**config.mk**
```make
export PLATFORM = sky130hd
export DESIGN_NAME = scarv_ccx_arbiter_flat
export DESIGN_NICKNAME = d
export VERILOG_FILES = /design/src/rtl/scarv_ccx_arbiter_if.sv /design/src/rtl/scarv_ccx_arbiter.sv /design/src/flat_wrapper.sv
export SDC_FILE = /design/constraint.sdc
export NUM_CORES = 1
export LEC_CHECK = 0
export BUFFER_PORTS_ARGS = -buffer_cell sky130_fd_sc_hd__buf_2
export CELL_PAD_IN_SITES_DETAIL_PLACEMENT = 2
export CELL_PAD_IN_SITES_GLOBAL_PLACEMENT = 2
export CORE_ASPECT_RATIO = 1.1
export CORE_UTILIZATION = 11
export DETAILED_ROUTE_END_ITERATION = 6
export PLACE_DENSITY = 0.8
export SYNTH_ARGS = -nofsm -noshare
export SYNTH_HDL_FRONTEND = slang
export SYNTH_SLANG_ARGS = --single-unit
export TNS_END_PERCENT = 5
```
**constraint.sdc**
```tcl
create_clock -name g_clk -period 2.1 [get_ports g_clk]
set_clock_uncertainty 0.2 [all_clocks]
set_input_delay 0.21 -clock g_clk [delete_from_list [all_inputs] [get_ports g_clk]]
set_output_delay 0.21 -clock g_clk [all_outputs]
set_load 0.01 [all_outputs]
```
**src/rtl/scarv_ccx_arbiter_if.sv**
```systemverilog
// scarv_ccx_arbiter_if: requestor-side and downstream memory bus bundle for the CCX arbiter
// m_*: NREQ requestor lanes (req/wen/strb/wdata/addr in, gnt/error/rdata out)
// s_*: single downstream port (req/wen/strb/wdata/addr out, gnt/error/rdata in)
// slave: arbiter view; master: environment view
interface scarv_ccx_arbiter_if #(parameter int NREQ = 2);
  logic [NREQ-1:0]    m_req, m_wen, m_gnt, m_error;
  logic [4*NREQ-1:0]  m_strb;
  logic [32*NREQ-1:0] m_wdata, m_addr, m_rdata;
  logic               s_req, s_wen, s_gnt, s_error;
  logic [3:0]         s_strb;
  logic [31:0]        s_wdata, s_addr, s_rdata;
  modport slave (
    input  m_req, m_wen, m_strb, m_wdata, m_addr, s_gnt, s_error, s_rdata,
    output m_gnt, m_error, m_rdata, s_req, s_wen, s_strb, s_wdata, s_addr
  );
  modport master (
    output m_req, m_wen, m_strb, m_wdata, m_addr, s_gnt, s_error, s_rdata,
    input  m_gnt, m_error, m_rdata, s_req, s_wen, s_strb, s_wdata, s_addr
  );
endinterface

```
**src/rtl/scarv_ccx_arbiter.sv**
```systemverilog
// scarv_ccx_arbiter: N-to-1 memory port arbiter (round-robin or fixed priority) with request locking
// g_clk: clock; g_resetn: async active-low reset
// b: bus bundle, requestor lanes m_* and downstream port s_*
module scarv_ccx_arbiter #(
  parameter int NREQ = 2,
  parameter int MODE = 0
) (
  input  logic                g_clk,
  input  logic                g_resetn,
  scarv_ccx_arbiter_if.slave  b
);
  localparam int IW = $clog2(NREQ);
  localparam logic [IW:0] NR = (IW+1)'(NREQ);
  logic            r_lock, r_rsp_pending;
  logic [IW-1:0]   r_lock_idx, r_ptr, r_rsp_idx;
  logic [2*NREQ-2:0] w_req2;
  logic [NREQ-1:0] w_src;
  logic [IW-1:0]   w_off, w_win, w_sel, w_nxt;
  logic [IW:0]     w_sum;
  logic            w_acc;
  // rotate requests so that bit 0 is the lane at ptr; fixed priority searches unrotated
  assign w_req2 = {b.m_req[NREQ-2:0], b.m_req};
  assign w_src  = (MODE == 1) ? b.m_req : w_req2[r_ptr +: NREQ];
  always_comb begin
    w_off = '0;
    for (int k = NREQ-1; k >= 0; k--) w_off = w_src[k] ? IW'(k) : w_off;
  end
  assign w_sum = {1'b0, r_ptr} + {1'b0, w_off};
  assign w_win = (MODE == 1) ? w_off : (w_sum >= NR ? IW'(w_sum - NR) : w_sum[IW-1:0]);
  assign w_sel = r_lock ? r_lock_idx : w_win;
  assign w_nxt = (w_sel == IW'(NREQ-1)) ? '0 : w_sel + 1'b1;
  // combinational outputs are masked in reset since state alone would let |m_req through
  assign b.s_req   = g_resetn & (r_lock ? b.m_req[r_lock_idx] : |b.m_req);
  assign b.s_wen   = b.s_req & b.m_wen[w_sel];
  assign b.s_strb  = b.s_req ? b.m_strb[{w_sel, 2'b00} +: 4] : '0;
  assign b.s_wdata = b.s_req ? b.m_wdata[{w_sel, 5'b00000} +: 32] : '0;
  assign b.s_addr  = b.s_req ? b.m_addr[{w_sel, 5'b00000} +: 32] : '0;
  assign w_acc     = b.s_req & b.s_gnt;
  assign b.m_gnt   = w_acc ? (NREQ'(1) << w_sel) : '0;
  assign b.m_rdata = {NREQ{b.s_rdata}};
  always_comb begin
    b.m_error = '0;
    for (int i = 0; i < NREQ; i++) b.m_error[i] = r_rsp_pending & b.s_error & (r_rsp_idx == IW'(i));
  end
  always_ff @(posedge g_clk or negedge g_resetn) begin
    if (!g_resetn) begin
      r_lock        <= 1'b0;
      r_lock_idx    <= '0;
      r_ptr         <= '0;
      r_rsp_pending <= 1'b0;
      r_rsp_idx     <= '0;
    end else begin
      r_rsp_pending <= w_acc;
      if (w_acc) begin
        r_lock    <= 1'b0;
        r_rsp_idx <= w_sel;
        if (MODE == 0) r_ptr <= w_nxt;
      end else if (b.s_req && !r_lock) begin
        r_lock     <= 1'b1;
        r_lock_idx <= w_win;
      end else if (r_lock && !b.s_req) begin
        r_lock <= 1'b0;
      end
    end
  end
endmodule

```
**src/flat_wrapper.sv**
```systemverilog
// flat-port wrapper written by rule: the top's interface ports become plain ports
module scarv_ccx_arbiter_flat 
#(
  parameter int NREQ = 2,
  parameter int MODE = 0
)
  (g_clk, g_resetn, b_m_req, b_m_wen, b_m_strb, b_m_wdata, b_m_addr, b_s_gnt, b_s_error, b_s_rdata, b_m_gnt, b_m_error, b_m_rdata, b_s_req, b_s_wen, b_s_strb, b_s_wdata, b_s_addr);
  scarv_ccx_arbiter_if #(.NREQ(NREQ)) b_i ();
  input  logic g_clk;
  input  logic g_resetn;
  input wire logic [$bits(b_i.m_req)-1:0] b_m_req;
  input wire logic [$bits(b_i.m_wen)-1:0] b_m_wen;
  input wire logic [$bits(b_i.m_strb)-1:0] b_m_strb;
  input wire logic [$bits(b_i.m_wdata)-1:0] b_m_wdata;
  input wire logic [$bits(b_i.m_addr)-1:0] b_m_addr;
  input wire logic [$bits(b_i.s_gnt)-1:0] b_s_gnt;
  input wire logic [$bits(b_i.s_error)-1:0] b_s_error;
  input wire logic [$bits(b_i.s_rdata)-1:0] b_s_rdata;
  output wire logic [$bits(b_i.m_gnt)-1:0] b_m_gnt;
  output wire logic [$bits(b_i.m_error)-1:0] b_m_error;
  output wire logic [$bits(b_i.m_rdata)-1:0] b_m_rdata;
  output wire logic [$bits(b_i.s_req)-1:0] b_s_req;
  output wire logic [$bits(b_i.s_wen)-1:0] b_s_wen;
  output wire logic [$bits(b_i.s_strb)-1:0] b_s_strb;
  output wire logic [$bits(b_i.s_wdata)-1:0] b_s_wdata;
  output wire logic [$bits(b_i.s_addr)-1:0] b_s_addr;
  assign b_i.m_req = b_m_req;
  assign b_i.m_wen = b_m_wen;
  assign b_i.m_strb = b_m_strb;
  assign b_i.m_wdata = b_m_wdata;
  assign b_i.m_addr = b_m_addr;
  assign b_i.s_gnt = b_s_gnt;
  assign b_i.s_error = b_s_error;
  assign b_i.s_rdata = b_s_rdata;
  assign b_m_gnt = b_i.m_gnt;
  assign b_m_error = b_i.m_error;
  assign b_m_rdata = b_i.m_rdata;
  assign b_s_req = b_i.s_req;
  assign b_s_wen = b_i.s_wen;
  assign b_s_strb = b_i.s_strb;
  assign b_s_wdata = b_i.s_wdata;
  assign b_s_addr = b_i.s_addr;
  scarv_ccx_arbiter #(.NREQ(NREQ), .MODE(MODE)) u_core (.g_clk(g_clk), .g_resetn(g_resetn), .b(b_i));
endmodule
```
Word-level counts from Yosys, hierarchy flattened
Index checks and enable logic that the tools add are counted.
{"block": "word_totals", "reg_bits": 5, "input_bits": 176, "word_cells": 48}
{"block": "op_classes", "n_addsub": 3, "order_cmp": 3, "shift": 5, "mux": 17, "bitwise_logic": 8, "reduce_logical": 7}
{"operator": "$shiftx A64 B7 Y32", "n": 2}
{"operator": "$mux W32", "n": 2}
{"operator": "$mux W1", "n": 13}
{"operator": "$shiftx A8 B4 Y4", "n": 1}
{"operator": "$and A1 B1 Y1", "n": 6}
{"operator": "$lt A1 B2 Y1 const B", "n": 2}
{"operator": "$mux W4", "n": 1}
{"operator": "$reduce_bool A3 Y1", "n": 1}
{"operator": "$shiftx A3 B2 Y2", "n": 1}
{"operator": "$add A1 B1 Y2", "n": 1}
{"operator": "$ge A2 B2 Y1 const B", "n": 1}
{"operator": "$logic_and A1 B1 Y1", "n": 2}
{"operator": "$logic_not A1 Y1", "n": 2}
{"operator": "$mux W2", "n": 1}
{"operator": "$not A1 Y1", "n": 2}
{"operator": "$reduce_and A2 Y1", "n": 1}
{"operator": "$reduce_or A2 Y1", "n": 1}
{"operator": "$shl A1 B1 Y2 const A", "n": 1}
{"operator": "$add A1 B1 Y1 const B", "n": 1}
{"operator": "$sub A1 B1 Y1 const B", "n": 1}

Depth between registers and ports, before layout
Gate-level depths: netlist (run 1).
{"block": "depth", "word_depth": 10, "depth_mapped": 6}

Least setup slack after synthesis (run 1)
Ideal clock, no wire load.
{"block": "synth_timing", "kind": "flip-flop to flip-flop", "start": "register u_core.r_lock_idx", "end": "register u_core.r_lock", "arrival_ns": 1.581, "path_slack_ns": 0.195, "stages_incl_launch_ff": 7, "path_buffers": 0, "period_less_slack_ns": 1.905, "cell_sequence": "dfrtp_1 > mux2_1 > o211ai_2 > inv_2 > ha_1 > mux2i_1 > a21oi_1"}
{"block": "synth_between", "elab_chain_cells": 7}
{"item": "from (decl)", "line_no": "scarv_ccx_arbiter.sv:15", "source": "logic [IW-1:0] r_lock_idx, r_ptr, r_rsp_idx;"}
{"item": "from (signal assigned)", "line_no": "scarv_ccx_arbiter.sv:60", "source": "r_lock_idx <= w_win;"}
{"item": "$mux W1 (not written as such) * (2 in series)", "line_no": "scarv_ccx_arbiter.sv:33", "source": "assign b.s_req = g_resetn & (r_lock ? b.m_req[r_lock_idx] : |b.m_req);"}
{"item": "$mux W1 *", "line_no": "scarv_ccx_arbiter.sv:33"}
{"item": "$and A1 B1 Y1 *", "line_no": "scarv_ccx_arbiter.sv:33"}
{"item": "via b_s_req", "line_no": "flat_wrapper.sv:22", "source": "output wire logic [$bits(b_i.s_req)-1:0] b_s_req;"}
{"item": "$logic_and A1 B1 Y1 or $logic_not A1 Y1 (tied branches)", "line_no": "scarv_ccx_arbiter.sv:58, scarv_ccx_arbiter.sv:61"}
{"item": "$mux W1 or $logic_and A1 B1 Y1 (tied branches)", "line_no": "scarv_ccx_arbiter.sv:58, scarv_ccx_arbiter.sv:61"}
{"item": "$mux W1 or $reduce_bool A3 Y1 (tied branches)"}
{"item": "to (signal assigned)", "line_no": "scarv_ccx_arbiter.sv:55", "source": "r_lock <= 1'b0;"}
{"item": "to (signal assigned)", "line_no": "scarv_ccx_arbiter.sv:59", "source": "r_lock <= 1'b1;"}
{"item": "to (signal assigned)", "line_no": "scarv_ccx_arbiter.sv:62", "source": "r_lock <= 1'b0;"}
{"item": "to (decl)", "line_no": "scarv_ccx_arbiter.sv:14", "source": "logic r_lock, r_rsp_pending;"}
Mark *: on every way through the listed nets, which the timed path passes. The rest lies on a longest branch. The select of a mux whose other input is x is not followed.
A chain may end at the register's enable or synchronous reset.

Worst setup path after layout (run 1)
{"block": "layout_timing", "start": "register u_core.r_lock_idx", "end": "output port b_s_addr[30]"}
{"block": "layout_between", "elab_chain_cells": 5}
{"item": "parallel branches: the longest is 4 deep, another holds $shiftx A64 B7 Y32"}
{"item": "$mux W32 *", "line_no": "scarv_ccx_arbiter.sv:37", "source": "assign b.s_addr = b.s_req ? b.m_addr[{w_sel, 5'b00000} +: 32] : '0;"}
{"item": "to (decl)", "line_no": "flat_wrapper.sv:26", "source": "output wire logic [$bits(b_i.s_addr)-1:0] b_s_addr;"}
Mark *: on every way between the ends. The select of a mux whose other input is x is not followed.

==> reports/metrics.cfg, run 1 <==
[cells_and_area]
nets = 672
final_area_um2 = 3453
utilization_pct = 19.40
drive_above_1_share_pct = 54.25
final_cell_count_no_fill = 732
n_antenna_cell = 0
syn_to_final_growth_pct = 71.86
final_common_cell = buf_2
layout_common_cells = buf_2, nand3_1, a21oi_1, o21ai_0, o21ai_1

[synthesis]
synth_top_family_by_area = compound AO/OA/AOI/OAI gates
synth_fp_nets = 518
ys_seq_area_share_pct = 6.227
avgSynthCellArea_um2 = 5.893
synth_compound_area_share_pct = 37.11
synthSimpleGateAreaFrac_pct = 20.30
syn_area_um2 = 2009
ys_warn_count = 0
synthAdderAreaFrac_pct = 0.6227
async_reset_ff_share_pct = 100.0
yosysUniqueCellTypes = 25
synth_mux_area_share_pct = 2.615
synth-edff-count = 0
synth-xor-area-share_pct = 0
synth_ff_type = dfrtp_1
yosys_register_bits = 5
synth_cells = 341

[power_and_ir_drop]
p_seq_share_pct = 5.1
switchingPower_mw = 1.884
power_density_nw_per_um2 = 1052
sw_frac_of_total_pct = 51.84
p_total_mw = 3.634
vdd_drop_max_uv = 267.2
pwr-share-comb_pct = 86.1
pwr-share-clk_pct = 8.7
p_leak_nw = 1.757
internal_power_mw = 1.750

[detailed_routing]
dr.pass1.iters = 4
drt-vias-per-instance = 4.236
wire_per_inst_um = 18.55
vias = 3101
wl_mm = 13.58
drt-initial-drc-count = 58
drtAntennaViolNets = 0
drc = 0

[timing]
setup_violations = 9
clock.fmax_ghz = 0.4742
fin_tns_setup_ns = -0.05059
final-hold-violation-count = 0
tightestPinTransition_ns = 0.2724
setup_ws_ns = -0.008964
finalCritPeriodShare_pct = 100.4
drv_slew = 0
rsz0062_at_grt = true
hold_slack_ns = 0.02358
post-route-min-period_ns = 2.109
slew_headroom_pct = 81.76

[worst_setup_path]
cp_max_fo = 11
crit_arrival_ns = 1.70
r2r_slack_ns = 0.15
crit_type = reg -> out
timing.rr.start = u_core.r_lock_idx
r2r_cells = 7
r2r_end = u_core.r_lock
worstPathRequired_ns = 1.69
start_kind = flop
worst_setup_path_end_kind = primary output

[clock_network]
numCtsBuffers = 3
cts_sinks = 5
clockBufferDepth = 2
cts_max_level = 1
clk_latency_ns = 0.23
clock-root-buffer = clkbuf_16
cts_tree = built
clk_pin_slew_ns = 0.04

[global_routing]
grt_use_total_pct = 11.57
grt_overflow = 0
antenna_found_initial = 0
grt_pass1_vias = 3098
grt_pass1_wl_mm = 16.65
grt_max_degree = 72

[worst_hold_path]
hp-start = b_s_gnt
hold_path_depth = 2
hp-class = in -> reg
min_to = u_core.r_lock

[place]
place_area_um2 = 2973
post-place-ws_ns = 0.06952
dp_cells = 710
place.gp.congestion = 0.6954
numPortBuffers = 217
dp_hpwl_mm = 8.286

[floorplan]
start_util_pct = 11.29
core_um2 = 17800
ioPinCount = 314
die_width_um = 130.9
rows = 51
dieArea_um2 = 18810
die-height_um = 143.8

[status]
status = finished with violations
violations = negative setup slack

[job]
cap_violations = 0

## cells by family (layout without fill, tap and decap cells)
family,Yosys count,in the layout
adder cells (fa/ha/maj),1,1
multiplexers,5,5
buffers and inverters,105,258
AO/OA/AOI/OAI,145,145
flip-flops,5,5
AND/OR/NAND/NOR,80,80
## worst max-delay path, cell delays in order (launching register included)
cell and delay [ns]:
dfrtp_1 0.38, mux2_4 0.31, o211ai_4 0.22, buf_6 0.18, clkbuf_16 0.17, a21oi_1 0.05, buf_2 0.14
## state kept, by name (all words and copies together), names as in the netlist
signal,cells
u_core.r_lock_idx,1
u_core.r_lock,1
u_core.r_rsp_pending,1
u_core.r_ptr,1
u_core.r_rsp_idx,1
## layout make-up
cell class / count / area, um^2
flip-flops and latches: 5 / 126.4
inverters: 6 / 25.02
repair buffers: 248 / 1648
well taps: 238 / 297.8
fillers: 2146 / 14350
clock buffers: 4 / 78.83
multi-input cells: 231 / 1277
## power by group through the flow
stage | Clock [mW] | Sequential, mW | Combinational [mW]
final | 0.318 | 0.187 | 3.13
after global routing | 0.337 | 0.196 | 3.42
after CTS | 0.324 | 0.192 | 2.73
after detailed placement | 0 | 0.189 | 2.45
after global placement | 0 | 0.187 | 2.40
after floorplan | 0 | 0.163 | 1.54
## what timing repair did
action                                 in CTS  in global routing
setup buffers                               3                  5
hold buffers                                1                  0
setup endpoints to repair                  70                 71
endpoints found under the hold margin       5                  0
cloned                                      2                  7
pin swaps                                   3                  5
resized for setup                          14                 10
## worst max path at each step
| stage | to | depth (start not counted) | from | slack [ns] |
|---|---|---|---|---|
| after global routing | b_s_addr[26] | 8 | u_core.r_lock | -0.09 |
| final | b_s_addr[30] | 6 | u_core.r_lock_idx | -0.009 |
| after detailed placement | b_s_wdata[25] | 7 | b_m_req[0] | 0.07 |
| after global placement | b_s_wdata[25] | 6 | u_core.r_lock | 0.09 |
| after floorplan | u_core.r_lock | 6 | u_core.r_lock_idx | 0.20 |
| after CTS | b_m_gnt[1] | 7 | u_core.r_lock_idx | -0.04 |
## layer usage
| layer | vias to the layer above | routed length (um) | global-route usage, % |
|---|---|---|---|
| met3 | 33 | 889 | 2.829 |
| met1 | 1472 | 5262 | 12.16 |
| li1 | 1455 | - | - |
| met5 | - | 0 | 0 |
| met4 | 0 | 329 | 3.509 |
| met2 | 141 | 7096 | 22.25 |
## synthesized netlist by cell type, types with 2 or more instances
| library cell | instances | area (um^2) |
|---|---|---|
| inv_2 | 2 | 7.510 |
| nand2_1 | 3 | 11.26 |
| o21ai_1 | 10 | 50.05 |
| mux2i_1 | 3 | 30.03 |
| buf_4 | 66 | 495.5 |
| o21ai_0 | 61 | 305.3 |
| nor2_1 | 2 | 7.510 |
| inv_1 | 4 | 15.01 |
| buf_2 | 13 | 65.06 |
| nand3_1 | 69 | 345.3 |
| clkbuf_1 | 19 | 71.32 |
| dfrtp_1 | 5 | 125.1 |
| a21oi_1 | 71 | 355.3 |
| o211ai_2 | 2 | 25.02 |
Note: power is estimated with default switching activity, not from simulation.
==> inputs of run 2 (changes only) <==
--- a/config.mk
+++ b/config.mk
@@ -5,13 +5,14 @@
 export SDC_FILE = /design/constraint.sdc
 export NUM_CORES = 1
 export LEC_CHECK = 0
+export ABC_AREA = 1
 export BUFFER_PORTS_ARGS = -buffer_cell sky130_fd_sc_hd__buf_2
 export CELL_PAD_IN_SITES_DETAIL_PLACEMENT = 2
 export CELL_PAD_IN_SITES_GLOBAL_PLACEMENT = 2
 export CORE_ASPECT_RATIO = 1.1
-export CORE_UTILIZATION = 11
+export CORE_UTILIZATION = 12
 export DETAILED_ROUTE_END_ITERATION = 6
-export PLACE_DENSITY = 0.8
+export PLACE_DENSITY = 0.79
 export SYNTH_ARGS = -nofsm -noshare
 export SYNTH_HDL_FRONTEND = slang
 export SYNTH_SLANG_ARGS = --single-unit
==> run 2 against run 1 <==
Against the previous run:
- the run now ends clean
- worst hold slack better by 0.16 ns
- critical path depth is 3 higher
- sequential power is 7% lower
- synthesized area is 15% higher
- critical endpoint is now b_s_strb[2]
- largest cell class is now multi-input combinational cells
==> reports/metrics.cfg, run 2 <==
[status]
status = complete, no violations

[clock_network]
clk_latency_ns = 0.23  ; about the same
clock-root-buffer = clkbuf_16
cts_tree = built
cts_max_level = 1  ; unchanged
clk_pin_slew_ns = 0.04  ; about the same
cts_sinks = 5  ; unchanged
clockBufferDepth = 2  ; unchanged
numCtsBuffers = 3  ; unchanged

[detailed_routing]
top_layer = met4
wl_met1_mm = 4.451  ; -15%
wl_mm = 11.92  ; -12%
drt-vias-per-instance = 3.900  ; -7.9%
drtAntennaViolNets = 0  ; unchanged
wl_met3_um = 713  ; -20%
dr_wl_met2_mm = 6.439  ; -9.3%
wire_per_inst_um = 14.91  ; -20%
dr.pass1.iters = 4  ; unchanged
drt-initial-drc-count = 57  ; -1.7%
drc = 0  ; unchanged
vias = 3120  ; +0.61%

[cells_and_area]
final_common_cell = buf_2
syn_to_final_growth_pct = 50.59
nets = 735  ; +9.4%
drive_above_1_share_pct = 47.58  ; -6.7 points
n_antenna_cell = 0  ; unchanged
layout_common_cells = buf_2, nor2_1, nand2_1, nand3b_1, nor2_2
seq_area_um2 = 125.1  ; -0.99%
multi_input_area_um2 = 1509  ; +18%
fillCellCount = 2385  ; +11%

[timing]
finalCritPeriodShare_pct = 96.52  ; -3.9 points
drv_slew = 0  ; unchanged
tightestPinTransition_ns = 0.2939  ; +0.02150 ns
setup_ws_ns = 0.07314  ; +0.08210 ns
slew_headroom_pct = 80.41  ; -1.3 points
post-route-min-period_ns = 2.027  ; -0.08210 ns
rsz0062_at_grt = true
final-hold-violation-count = 0  ; unchanged
clock.fmax_ghz = 0.4934  ; +4.1%
setup_violations = 0  ; -9

[power_and_ir_drop]
p_leak_nw = 1.969  ; +12%
internal_power_mw = 1.600  ; -8.6%
pwr-share-comb_pct = 85.6  ; -0.5 points
switchingPower_mw = 1.815  ; -3.7%
power_density_nw_per_um2 = 979.6  ; -6.9%
vdd_drop_max_uv = 358.0  ; +34%
p_total_mw = 3.415  ; -6.0%
sw_frac_of_total_pct = 53.15  ; +1.3 points
pwr-share-clk_pct = 9.3  ; +0.6 points
p_seq_share_pct = 5.1  ; about the same

[worst_hold_path]
hp-class = in -> reg
hold_path_depth = 3  ; +1

[synthesis]
yosys.area.top_type_share_pct = 23.03  ; -1.6 points
avgSynthCellArea_um2 = 5.632  ; -4.4%
synth-edff-count = 0  ; unchanged
synth_cells = 411  ; +21%
async_reset_ff_share_pct = 100.0  ; unchanged
synth_commonest_cells = nor2_1, nand2_1, buf_4
ys_seq_area_share_pct = 5.405  ; -0.82 points
synth_fp_nets = 588  ; +14%
yosys_register_bits = 5  ; unchanged
ys_warn_count = 0  ; unchanged
synth_ff_type = dfrtp_1
netlist.top_cell.by_area = buf_4
synth.area.top_cells = buf_4, nand3b_1, nor2_1, nand2_1, dfrtp_1
yosysMostFrequentCell = nor2_1
yosysUniqueCellTypes = 19  ; -24%
syn_area_um2 = 2315  ; +15%

[global_routing]
grt_use_total_pct = 10.74  ; -0.84 points
grt_overflow = 0  ; unchanged
grt_pass1_vias = 3369  ; +8.7%
grt_pass1_wl_mm = 16.81  ; +0.96%
grt_max_degree = 37  ; -49%
antenna_found_initial = 0  ; unchanged

[floorplan]
core_um2 = 18670  ; +4.9%
rows = 52  ; +2.0%
dieArea_um2 = 19850  ; +5.5%
start_util_pct = 12.40  ; +1.1 points
ioPinCount = 314  ; unchanged
die_width_um = 134.4  ; +2.7%
die-height_um = 147.7  ; +2.7%

[worst_setup_path]
cp_max_fo = 18  ; +7
r2r_cells = 11  ; +4
crit_type = reg -> out
start_kind = flop
crit_arrival_ns = 1.62  ; -0.08 ns
worstPathRequired_ns = 1.69  ; about the same
worst_setup_path_end_kind = primary output

[place]
place.gp.congestion = 0.7319  ; +5.2%
dp_hpwl_mm = 8.692  ; +4.9%
post-place-ws_ns = 0.1860  ; +0.1165 ns
numPortBuffers = 217  ; unchanged

[job]
cap_violations = 0  ; unchanged

## run 2: cell count changes in the layout (fill, tap and decap cells not counted), moves of 17 or more
cell,previous run,this run
nor2_2,0,17
a21oi_1,66,0
nand3_1,69,1
nand3b_1,0,69
nor2_1,2,125
o21ai_0,59,0
nand2_1,2,80
## run 2: logic make-up (layout without fill, tap and decap cells)
family	after synthesis	in the layout	synth area share, %
AOI/OAI and AO/OA	2	2	0.4324
and+or+nand+nor	301	301	61.89
adders and majority gates	1	1	0.5405
buffers and inverters	101	247	31.24
DFF	5	5	5.405
muxes	1	1	0.4865
## run 2: metrics by stage
| step | hold slack, ns | setup TNS (ns) | instance area, um^2 | utilization (%) | std cells |
|---|---|---|---|---|---|
| 4_1_cts | 0.2013 | 0 | 3302 | 17.68 | 795 |
| 3_5_place_dp | -0.1279 | 0 | 3153 | 16.89 | 787 |
| 5_1_grt | 0.2200 | -0.2096 | 3486 | 18.67 | 800 |
| 3_3_place_gp | -0.1325 | 0 | 3153 | 16.89 | 787 |
| 2_1_floorplan | -0.2856 | 0 | 2315 | - | 411 |
| 6_report | 0.1875 | 0 | 3486 | 18.67 | 800 |
## run 2: power by group through the flow
stage                     clock network, mW  logic (mW)  registers [mW]
after global routing                  0.332        3.26           0.180
final                                 0.318        2.92           0.173
after floorplan                           0        1.80           0.166
after detailed placement                  0        2.52           0.176
after global placement                    0        2.44           0.172
after CTS                             0.324        2.59           0.174
## run 2: area by class of cell
cell class | instances | area share [%]
sequential | 5 | 3.589
clock buffer | 4 | 2.261
multi-input combinational | 305 | 43.29
inverter | 9 | 1.472
timing repair buffer | 234 | 40.67
tap | 243 | 8.722
## run 2: critical path: stages, from the launching register on
cell and delay [ns]:
dfrtp_1 0.36, nand2_1 0.08, nand2_2 0.09, nand3_4 0.12, nand2_4 0.13, clkinv_8 0.10, clkbuf_16 0.19, nor2_1 0.14
nor2_2 0.05, buf_2 0.13
## run 2: metal layers
| layer | up-vias | track usage, % |
|---|---|---|
| li1 | 1508 | - |
| met4 | 0 | 4.157 |
| met2 | 130 | 21.97 |
| met1 | 1443 | 10.45 |
| met5 | - | 0 |
| met3 | 39 | 1.818 |
## run 2: repair_timing
action	CTS	global route
setup endpoints to repair	14	68
resized for setup	6	20
hold buffers	1	0
pin swaps	1	1
setup buffers	2	0
gates cloned	1	5
hold endpoints to repair	5	0
## run 2: worst paths after layout
path | start | slack, ns | end
max in group asynchronous | g_resetn | 1.22 | u_core.r_rsp_idx
min | b_s_gnt | 0.19 | u_core.r_rsp_pending
max reg2reg | u_core.r_lock_idx | 0.09 | u_core.r_lock
min in group asynchronous | g_resetn | 0.27 | u_core.r_ptr
min reg2reg | u_core.r_lock_idx | 0.32 | u_core.r_lock_idx
max | u_core.r_ptr | 0.07 | b_s_strb[2]
==> inputs of run 3 (changes only) <==
--- a/config.mk
+++ b/config.mk
@@ -11,8 +11,10 @@
 export CELL_PAD_IN_SITES_GLOBAL_PLACEMENT = 2
 export CORE_ASPECT_RATIO = 1.1
 export CORE_UTILIZATION = 12
+export CTS_BUF_LIST = sky130_fd_sc_hd__clkbuf_8 sky130_fd_sc_hd__clkbuf_16
 export DETAILED_ROUTE_END_ITERATION = 6
 export PLACE_DENSITY = 0.79
+export RECOVER_POWER = 25
 export SYNTH_ARGS = -nofsm -noshare
 export SYNTH_HDL_FRONTEND = slang
 export SYNTH_SLANG_ARGS = --single-unit
==> run 3 against run 2 <==
Against the previous run:
- utilization stayed put
- global-route usage stayed put
- flip-flop and latch count stayed put
- die area stayed put
- largest power group unchanged
==> reports/metrics.cfg, run 3 (synthesis gave the netlist of run 2 again) <==
[cells_and_area]
final_common_cell = buf_2
drive_above_1_share_pct = 47.58  ; unchanged
layout_common_cells = buf_2, nor2_1, nand2_1, nand3b_1, nor2_2
syn_to_final_growth_pct = 50.59  ; unchanged
nets = 735  ; unchanged
n_antenna_cell = 0  ; unchanged
final_cell_count_no_fill = 800  ; unchanged

[detailed_routing]
dr.pass1.iters = 4  ; unchanged
drc = 0  ; unchanged
wl_mm = 11.92  ; about the same
drt-initial-drc-count = 57  ; unchanged
drtAntennaViolNets = 0  ; unchanged
drt-vias-per-instance = 3.896  ; about the same
vias = 3117  ; -0.096%
wire_per_inst_um = 14.90  ; about the same

[floorplan]
rows = 52  ; unchanged
core_um2 = 18670  ; unchanged
die_width_um = 134.4  ; unchanged
die-height_um = 147.7  ; unchanged
ioPinCount = 314  ; unchanged
dieArea_um2 = 19850  ; unchanged
start_util_pct = 12.40  ; unchanged

[worst_setup_path]
crit_arrival_ns = 1.61  ; about the same
start_kind = flop
path_cells = nand2_1 -> nand2_2 -> nand3_4 -> nand2_4 -> clkinv_8 -> clkbuf_16 -> nor2_1 -> nor2_2 -> buf_2
worst_setup_path_end_kind = primary output
critical-path-max-stage-delay_ns = 0.35  ; about the same
cp_max_fo = 18  ; unchanged
slowest_stage = dfrtp_1
worstPathRequired_ns = 1.69  ; about the same
timing.rr.start = u_core.r_lock_idx
r2r_cells = 11  ; unchanged
crit_type = reg -> out
cp-startpoint = u_core.r_ptr

[place]
place.gp.congestion = 0.7319  ; unchanged
numPortBuffers = 217  ; unchanged
dp_hpwl_mm = 8.692  ; unchanged
dp_cells = 787  ; unchanged
post-place-ws_ns = 0.1860  ; unchanged

[timing]
setup_ws_ns = 0.07595  ; +0.002805 ns
setup_violations = 0  ; unchanged
post-route-min-period_ns = 2.024  ; -0.002805 ns
clock.fmax_ghz = 0.4941  ; +0.14%
finalCritPeriodShare_pct = 96.38  ; -0.13 points
final-hold-violation-count = 0  ; unchanged
rsz0062_at_grt = true
drv_slew = 0  ; unchanged
tightestPinTransition_ns = 0.2939  ; -0.0000004768 ns
slew_headroom_pct = 80.41  ; about the same

[worst_hold_path]
hp-start = b_s_gnt
hp-class = in -> reg
hold_path_depth = 3  ; unchanged

[power_and_ir_drop]
p_leak_nw = 1.973  ; +0.21%
vdd_drop_max_uv = 357.9  ; about the same
power_density_nw_per_um2 = 978.2  ; -0.14%

[global_routing]
grt_overflow = 0  ; unchanged
grt_use_total_pct = 10.74  ; unchanged
grt_pass1_vias = 3369  ; unchanged
grt_max_degree = 37  ; unchanged
grt_pass1_wl_mm = 16.81  ; unchanged
antenna_found_initial = 0  ; unchanged

[clock_network]
cts_tree = built
clock-root-buffer = clkbuf_16
numCtsBuffers = 3  ; unchanged
clockBufferDepth = 2  ; unchanged
clk_pin_slew_ns = 0.04  ; about the same
clk_latency_ns = 0.23  ; about the same
cts_sinks = 5  ; unchanged
cts_max_level = 1  ; unchanged

[job]
cap_violations = 0  ; unchanged

[status]
status = complete, no violations

run 3: cell types whose count changed in the layout (fill, tap and decap cells not counted):
cell	before	now
clkbuf_1	1	0
inv_1	6	7
run 3: final cells by class:
class | count | area (um^2)
Fill cell | 2385 | 15190
Multi-Input combinational cell | 305 | 1509
Timing Repair Buffer | 234 | 1418
Tap cell | 243 | 304.0
Sequential cell | 5 | 125.1
Clock buffer | 3 | 75.07
Inverter | 9 | 51.30
Clock inverter | 1 | 3.754
run 3: per-stage QoR:
step | TNS [ns] | power [mW] | util [%] | hold WS (ns) | cell area (um^2)
after global placement | 0 | 2.612 | 16.89 | -0.1325 | 3153
after CTS | 0 | 3.086 | 17.68 | 0.2011 | 3302
after floorplan | 0 | 1.970 | - | -0.2856 | 2315
after global routing | -0.2096 | 3.767 | 18.67 | 0.2200 | 3486
final | 0 | 3.410 | 18.67 | 0.1872 | 3486
after detailed placement | 0 | 2.697 | 16.89 | -0.1279 | 3153
run 3: worst max-delay path: cells and delay by family (launching register included):
kind	cells	cell delay [ns]
flip-flops	1	0.35
AND/OR/NAND/NOR	6	0.61
buffers and inverters	3	0.42
run 3: path summary, 6_finish.rpt:
kind,endpoint,slack (ns)
worst max-delay path,b_s_strb[2],0.08
worst min-delay path,u_core.r_rsp_pending,0.19
worst max register to register,u_core.r_lock,0.09
worst min register to register,u_core.r_lock_idx,0.32
max in group asynchronous,u_core.r_rsp_idx,1.22
min in group asynchronous,u_core.r_ptr,0.27
run 3: metal layers:
metal,wire [um],track usage [%],up-vias
met2,6436,21.97,130
li1,-,-,1508
met3,713,1.818,39
met1,4452,10.45,1440
met4,320,4.157,0
met5,0,0,-
run 3: power breakdown:
group	leakage [nW]	switching [mW]	total [mW]	internal, mW
Combinational	1.87	1.71	2.92	1.21
Clock	0.0423	0.0661	0.313	0.247
Sequential	0.0638	0.0363	0.173	0.137
run 3: what timing repair did:
| action | in CTS | in global routing |
|---|---|---|
| cloned | 1 | 5 |
| endpoints found under the setup margin | 14 | 68 |
| gates resized for setup | 6 | 20 |
| hold buffers | 1 | 0 |
| endpoints found under the hold margin | 5 | 0 |
| pin swaps | 1 | 1 |
| buffers inserted | 2 | 0 |
